**src/rtl/regfile_wb_arbiter_if.sv**
```systemverilog
// Writeback bus between requesters, issue logic and the register-file write port.
// The arbiter uses the slave modport and the requesters/issue side use master.
interface regfile_wb_arbiter_if #(
  parameter int unsigned NREQ = 3,
  parameter int unsigned AW   = 5,
  parameter int unsigned DW   = 32
);
  logic [NREQ-1:0]    req_valid;
  logic [NREQ-1:0]    req_ready;
  logic [NREQ*AW-1:0] req_addr;
  logic [NREQ*DW-1:0] req_data;
  logic               alloc_valid;
  logic [AW-1:0]      alloc_addr;
  logic               flush;
  logic [AW-1:0]      rs_addr;
  logic [AW-1:0]      rt_addr;
  logic               rs_busy;
  logic               rt_busy;
  logic               r3_wr;
  logic [AW-1:0]      r3_addr;
  logic [DW-1:0]      r3_din;
  logic [31:0]        pending_mask;

  modport master (
    output req_valid, req_addr, req_data, alloc_valid, alloc_addr, flush, rs_addr, rt_addr,
    input  req_ready, rs_busy, rt_busy, r3_wr, r3_addr, r3_din, pending_mask
  );

  modport slave (
    input  req_valid, req_addr, req_data, alloc_valid, alloc_addr, flush, rs_addr, rt_addr,
    output req_ready, rs_busy, rt_busy, r3_wr, r3_addr, r3_din, pending_mask
  );
endinterface

```
**src/rtl/regfile_wb_arbiter.sv**
```systemverilog
// Round-robin arbiter for the register file's single write port, with a
// pending-write scoreboard that drives read-hazard stalls for issue.
module regfile_wb_arbiter #(
  parameter int unsigned NREQ = 3,
  parameter int unsigned AW   = 5,
  parameter int unsigned DW   = 32
) (
  input logic                 clk,
  input logic                 rst_n,
  regfile_wb_arbiter_if.slave bus
);
  localparam int unsigned PW    = (NREQ > 1) ? $clog2(NREQ) : 1;
  localparam int unsigned NREGS = 32;

  logic [PW-1:0]    rr_ptr;
  logic [PW-1:0]    win;
  logic [PW:0]      idx;
  logic             found;
  logic [AW-1:0]    addr_a [NREQ];
  logic [DW-1:0]    data_a [NREQ];
  logic [AW-1:0]    win_addr;
  logic [DW-1:0]    win_data;
  logic             r3_wr_q;
  logic [AW-1:0]    r3_addr_q;
  logic [DW-1:0]    r3_din_q;
  logic [NREGS-1:0] pending_q;
  logic [NREGS-1:0] pending_nxt;

  for (genvar g = 0; g < NREQ; g++) begin : g_unpack
    assign addr_a[g] = bus.req_addr[g*AW +: AW];
    assign data_a[g] = bus.req_data[g*DW +: DW];
  end

  // First valid requester at or after rr_ptr, wrapping modulo NREQ
  always_comb begin
    found = 1'b0;
    win   = '0;
    idx   = '0;
    for (int unsigned k = 0; k < NREQ; k++) begin
      idx = (PW+1)'(rr_ptr) + (PW+1)'(k);
      if (idx >= (PW+1)'(NREQ)) idx = idx - (PW+1)'(NREQ);
      if (!found && bus.req_valid[PW'(idx)]) begin
        found = 1'b1;
        win   = PW'(idx);
      end
    end
  end

  assign win_addr      = addr_a[win];
  assign win_data      = data_a[win];
  assign bus.req_ready = found ? (NREQ'(1) << win) : '0;

  // Set beats clear on the same register; flush beats both
  always_comb begin
    pending_nxt = pending_q;
    if (r3_wr_q) pending_nxt[r3_addr_q] = 1'b0;
    if (bus.flush) begin
      pending_nxt = '0;
    end else if (bus.alloc_valid && (bus.alloc_addr != '0)) begin
      pending_nxt[bus.alloc_addr] = 1'b1;
    end
    pending_nxt[0] = 1'b0;
  end

  always_ff @(posedge clk or negedge rst_n) begin
    if (!rst_n) begin
      rr_ptr    <= '0;
      r3_wr_q   <= 1'b0;
      r3_addr_q <= '0;
      r3_din_q  <= '0;
      pending_q <= '0;
    end else begin
      if (found) begin
        rr_ptr    <= (win == PW'(NREQ-1)) ? '0 : win + PW'(1);
        r3_wr_q   <= (win_addr != '0);
        r3_addr_q <= win_addr;
        r3_din_q  <= win_data;
      end else begin
        r3_wr_q   <= 1'b0;
      end
      pending_q <= pending_nxt;
    end
  end

  assign bus.r3_wr        = r3_wr_q;
  assign bus.r3_addr      = r3_addr_q;
  assign bus.r3_din       = r3_din_q;
  assign bus.pending_mask = pending_q;

  // The register file forwards r3_din to a same-cycle read, so the write cycle is not a hazard
  assign bus.rs_busy = pending_q[bus.rs_addr] & ~(r3_wr_q & (r3_addr_q == bus.rs_addr));
  assign bus.rt_busy = pending_q[bus.rt_addr] & ~(r3_wr_q & (r3_addr_q == bus.rt_addr));
endmodule

```
**src/flat_wrapper.sv**
```systemverilog
// flat-port wrapper written by rule: the top's interface ports become plain ports
module regfile_wb_arbiter_flat 
#(
  parameter int unsigned NREQ = 3,
  parameter int unsigned AW   = 5,
  parameter int unsigned DW   = 32
)
  (clk, rst_n, bus_req_valid, bus_req_addr, bus_req_data, bus_alloc_valid, bus_alloc_addr, bus_flush, bus_rs_addr, bus_rt_addr, bus_req_ready, bus_rs_busy, bus_rt_busy, bus_r3_wr, bus_r3_addr, bus_r3_din, bus_pending_mask);
  regfile_wb_arbiter_if #(.NREQ(NREQ), .AW(AW), .DW(DW)) bus_i ();
  input logic clk;
  input logic rst_n;
  input wire logic [$bits(bus_i.req_valid)-1:0] bus_req_valid;
  input wire logic [$bits(bus_i.req_addr)-1:0] bus_req_addr;
  input wire logic [$bits(bus_i.req_data)-1:0] bus_req_data;
  input wire logic [$bits(bus_i.alloc_valid)-1:0] bus_alloc_valid;
  input wire logic [$bits(bus_i.alloc_addr)-1:0] bus_alloc_addr;
  input wire logic [$bits(bus_i.flush)-1:0] bus_flush;
  input wire logic [$bits(bus_i.rs_addr)-1:0] bus_rs_addr;
  input wire logic [$bits(bus_i.rt_addr)-1:0] bus_rt_addr;
  output wire logic [$bits(bus_i.req_ready)-1:0] bus_req_ready;
  output wire logic [$bits(bus_i.rs_busy)-1:0] bus_rs_busy;
  output wire logic [$bits(bus_i.rt_busy)-1:0] bus_rt_busy;
  output wire logic [$bits(bus_i.r3_wr)-1:0] bus_r3_wr;
  output wire logic [$bits(bus_i.r3_addr)-1:0] bus_r3_addr;
  output wire logic [$bits(bus_i.r3_din)-1:0] bus_r3_din;
  output wire logic [$bits(bus_i.pending_mask)-1:0] bus_pending_mask;
  assign bus_i.req_valid = bus_req_valid;
  assign bus_i.req_addr = bus_req_addr;
  assign bus_i.req_data = bus_req_data;
  assign bus_i.alloc_valid = bus_alloc_valid;
  assign bus_i.alloc_addr = bus_alloc_addr;
  assign bus_i.flush = bus_flush;
  assign bus_i.rs_addr = bus_rs_addr;
  assign bus_i.rt_addr = bus_rt_addr;
  assign bus_req_ready = bus_i.req_ready;
  assign bus_rs_busy = bus_i.rs_busy;
  assign bus_rt_busy = bus_i.rt_busy;
  assign bus_r3_wr = bus_i.r3_wr;
  assign bus_r3_addr = bus_i.r3_addr;
  assign bus_r3_din = bus_i.r3_din;
  assign bus_pending_mask = bus_i.pending_mask;
  regfile_wb_arbiter #(.NREQ(NREQ), .AW(AW), .DW(DW)) u_core (.clk(clk), .rst_n(rst_n), .bus(bus_i));
endmodule
```
**config.mk**
```make
export PLATFORM = sky130hd
export DESIGN_NAME = regfile_wb_arbiter_flat
export DESIGN_NICKNAME = d
export VERILOG_FILES = /design/src/rtl/regfile_wb_arbiter_if.sv /design/src/rtl/regfile_wb_arbiter.sv /design/src/flat_wrapper.sv
export SDC_FILE = /design/constraint.sdc
export NUM_CORES = 1
export LEC_CHECK = 0
export ABC_AREA = 1
export BUFFER_PORTS_ARGS = -buffer_cell sky130_fd_sc_hd__buf_2
export CAP_MARGIN = 30
export CORE_MARGIN = 10
export CORE_UTILIZATION = 51
export CTS_CLUSTER_SIZE = 25
export DETAILED_ROUTE_END_ITERATION = 16
export PLACE_DENSITY = 0.85
export SLEW_MARGIN = 0
export SYNTH_ARGS = -nofsm -noshare
export SYNTH_HDL_FRONTEND = slang
export SYNTH_SLANG_ARGS = --single-unit
```
**constraint.sdc**
```tcl
create_clock -name clk -period 5.4 [get_ports clk]
set_clock_uncertainty 0.05 [all_clocks]
set_input_delay 0.54 -clock clk [delete_from_list [all_inputs] [get_ports clk]]
set_output_delay 0.54 -clock clk [all_outputs]
set_load 0.02 [all_outputs]
```
# Yosys cells after proc, flatten, opt, wreduce, memory -nomap -nowiden
# Cells that the tools add are included.
# op_classes
n_addsub,6
magnitude_cmp,13
n_eq_ne,3
shifts,1
n_mux,35
n_bitwise,10
n_reduce_logical,9
# ops
cell,n
32-bit two-way mux,5
32-bit binary-select mux with 2-bit select,1
32-bit AND,1
32-bit NOT,1
32-bit OR,1
"5-bit by 6-bit < comparator with 1-bit output, second input constant",4
2-bit two-way mux,7
1-bit two-way mux,11
1-bit binary-select mux with 5-bit select,2
5-bit binary-select mux with 2-bit select,1
1-bit demux with 5-bit select,2
5-bit equality test,2
"5-bit by 1-bit >= comparator with 1-bit output, second input constant",2
5-bit two-way mux,2
5-bit nonzero test,2
"2-bit by 3-bit < comparator with 1-bit output, second input constant",3
1-bit binary-select mux with 2-bit select,3
"3-bit by 2-bit >= comparator with 1-bit output, second input constant",2
"2-bit subtractor, second input constant",3
1-bit logical AND,5
1-bit AND,4
"2-bit by 1-bit adder with 3-bit output, second input constant",1
"2-bit by 2-bit adder with 3-bit output, second input constant",1
"3-bit >= comparator, second input constant",1
8 further kinds,10
# word_totals
regBits,71
in_bits,133
out_inout_bits,75

# Depth between registers and ports, before layout
# depth
word_depth,17
mapped_depth,17
depth_no_buf,16

# Worst setup path after synthesis
# No wires, ideal clock.
# synth_path
kind,register to output
start,register u_core.rr_ptr[0]
end,output bus_req_ready[0]
arrival_time_ps,1810
setup_slack_ps,3000
stages_incl_launch_ff,12
n_path_buf,0
path_cell_list,dfrtp_1 inv_1 ha_1 inv_2 nand2_1 nand3_1 nand2_1 nand3_1 nand2_2 nor2_4 nand2_1 nor2_1
# synth_between
elab_chain_cells,13
word_cells_on_any_way,29
cone_classes,add/sub (5); order compare (3); shift (1); mux (16); reduce/logical (4)
# synth_lines
element,line_no,rtl
from (decl),regfile_wb_arbiter.sv:15,logic [PW-1:0] rr_ptr;
from (signal assigned),regfile_wb_arbiter.sv:74,rr_ptr <= (win == PW'(NREQ-1)) ? '0 : win + PW'(1);
"parallel branches: the longest is 12 deep, another holds 2-bit by 1-bit adder with 3-bit output",-,
3-bit two-way mux *,regfile_wb_arbiter.sv:51,assign bus.req_ready = found ? (NREQ'(1) << win) : '0;
to (decl),flat_wrapper.sv:20,output wire logic [$bits(bus_i.req_ready)-1:0] bus_req_ready;
# Mark *: on every way between the ends. The select of a mux whose other input is x is not followed.

# Worst setup path in the final report
# Same ends and word-level chain as after synthesis.

==> flow_summary.ini <==
[worst_setup_path]
crit_path_max_incr_delay_ps = 410
path_cells = inv_1 -> ha_1 -> inv_2 -> nand2_1 -> nand3_1 -> nand2_1 -> nand2_1 -> nor2_4 -> buf_4 -> inv_2 -> buf_4 -> nand2_1 -> nor2_1 -> buf_2
crit_family = buffers and inverters
crit_fanout = 42
arrival_ps = 2950
cp.required_ps = 4810
path_buf_inv = 6
criticalPathCategory = reg2out
startpoint_type = flop
cp_common_cell = nand2_1
cp-startpoint = u_core.rr_ptr[0]$_DFFE_PN0P_
r2r_start = u_core.rr_ptr[0]$_DFFE_PN0P_
worst_path_max_delay_cell = buf_4
endpoint_kind = output port

[die]
dieArea_mm2 = 0.01307
die_w_um = 114.3
rows = 34
initial_utilization_pct = 52.31
die_y_um = 114.3
io_pins = 208
core_area_mm2 = 0.008678

[grt]
antenna_found_initial = 0
grt_use_total_pct = 24.82
overflow = 0
grt_pass1_vias = 5346
grt_max_degree = 72
grt_first_pass_wirelength_mm = 26.63

[detailed_routing]
drt_pass1_iterations = 5
wl_met1_mm = 6.359
wl_met3_mm = 2.034
topRoutingLayerUsed = met4
routed_wl_mm = 16.79
wl_per_cell_um = 18.12
drt_iter0_markers = 623
vias = 5311
route.met2.wl_mm = 8.072
drcViolationCount = 0
detail_route.vias_per_cell = 5.729
ant_nets = 0

[power]
p_leak_uw = 0.002844
ir_drop_uv = 423.7
pwr_density_cell_mw_per_mm2 = 624.4

[yosys]
synth_edf_count = 0
synth_cell_type_count = 32
synth_fp_nets = 761
synth-seq-cells = 71
synth_area_per_cell_um2 = 7.275
syn_inst = 624
ys_async_sr_fraction_pct = 100.0
ys.flop_type = dfrtp_1
ys_warn_count = 0
seq_area_frac_synth_pct = 39.14
synth_area_mm2 = 0.004539

[sta]
slew_viol_final = 0
final-setup-viol-count = 0
fin_tns_setup_ps = 0
fmax_mhz = 282.5
slew_headroom_pct = 27.95
setup_slack_ps = 1860
hold_viol_final = 0
rsz0062_at_grt = false
timing.final.crit_share_pct = 65.56
tightest_slew_ps = 1073
finalWorstPathRequiredPeriod_ps = 3540

[clocking]
cts-hold-fix-buffers = 0
cts_sinks = 71
cts_buffers = 9
cts_max_level = 3
cts_setup_buffers = 0
cts_tree = yes
cts_resized = 0
insertion_delay_ps = 330
cts.clk_slew.worst_paths_ps = 70
clock_path_buffers = 2
cts_root_buf = clkbuf_8

[placement]
portBuffers = 206
gp_congestion = 0.9236
hpwl_mm = 13.32
dp.cells = 911
dp_slack_ps = 2260

[layout]
instances_no_fill = 927
syn_to_final_growth_pct = 26.74
diodes = 0
drive_gt1_share_pct = 30.77
fin_nets = 951

[run]
maxCapViolations = 0

[min_path]
hold_class = in2async

[status]
status = complete, no violations
[synth_stat cells (5+ instances only)]
| cell | n | area share (%) |
|---|---|---|
| nand2_1 | 139 | 11 |
| o21ai_0 | 78 | 8.6 |
| dfrtp_1 | 71 | 39 |
| nor2_1 | 66 | 5.5 |
| a21oi_1 | 65 | 7.2 |
| inv_1 | 41 | 3.4 |
| nand3_1 | 35 | 3.9 |
| a31oi_1 | 27 | 3.7 |
| clkbuf_1 | 18 | 1.5 |
| nor3_1 | 12 | 1.3 |
| o221ai_1 | 8 | 1.5 |
| a41oi_2 | 7 | 2.5 |
| buf_6 | 7 | 1.7 |
| buf_4 | 5 | 0.83 |
| o211ai_1 | 5 | 0.83 |
| o22ai_1 | 5 | 0.69 |
[routing by layer]
metal | vias up | track usage (%)
met4 | 0 | 9.023
met2 | 322 | 41.04
met3 | 36 | 7.600
met5 | - | 0
met1 | 2429 | 29.73
li1 | 2524 | -
[final timing paths]
kind | endpoint | slack [ps] | cells past startpoint
hold / removal | u_core.bus.pending_mask[3]$_DFF_PN0_ | 270 | 1
max in group asynchronous | u_core.bus.r3_din[6]$_DFFE_PN0P_ | 4470 | 1
hold reg to reg | u_core.bus.r3_din[8]$_DFFE_PN0P_ | 500 | 2
min in group clk | u_core.bus.r3_din[10]$_DFFE_PN0P_ | 400 | 3
setup reg to reg | u_core.bus.r3_wr$_DFF_PN0_ | 2580 | 16
setup / recovery | bus_req_ready[0] | 1860 | 14
[area by class of cell]
cell class,instances,area (um^2)
Multi-Input combinational cell,475,2394
Fill cell,790,2925
Inverter,47,180.2
Clock inverter,3,40.04
Tap cell,108,135.1
Sequential cell,71,1777
Clock buffer,13,168.9
Timing Repair Buffer,210,1059
[state kept, by name, summed over array words and instances, names as in the netlist]
signal                   count
u_core.bus.r3_addr           5
u_core.rr_ptr                2
u_core.bus.r3_din           32
u_core.bus.pending_mask     31
u_core.bus.r3_wr             1
[stage by stage]
step | hold slack, ps | utilization [%] | power [uW] | area, um^2
final | 269.7 | 66.29 | 3592 | 5753
after CTS | 289.5 | 66.29 | 3594 | 5753
after global routing | 336.7 | 66.29 | 3887 | 5753
after global placement | 477.5 | 63.77 | 3076 | 5534
after detailed placement | 485.5 | 63.88 | 3158 | 5544
after floorplan | 194.4 | - | 2649 | 4539
[cells in the final DEF (no fill, tap or decap), drive strengths merged]
master	netlist	final
clkinv	3	5
nand3	37	37
buf	13	210
nor2	69	69
a31oi	27	27
nor3	12	12
o21ai	80	80
nand2	145	145
o22ai	5	5
conb	1	1
a221oi	4	4
dfrtp	71	71
o211ai	5	5
bufinv	0	1
nand4	2	2
o221ai	8	8
clkbuf	18	13
ha	4	4
a41oi	7	7
inv	44	44
a21oi	69	69
[cells by family after synthesis]
kind of cell / after synthesis / synth area share [%]
and+or+nand+nor: 265 / 24.64
buffers and inverters: 78 / 8.131
AOI/OAI and AO/OA: 205 / 26.90
other: 1 / 0.08261
adders and majority gates: 4 / 1.103
DFF: 71 / 39.14
[report_power, final]
group	leakage [uW]	internal, uW	total, uW	switching, uW
clock	0.000109	250	439	189
combinational	0.00183	719	2280	1560
sequential	0.000900	727	873	147
Power figures use the tool's default switching activity.
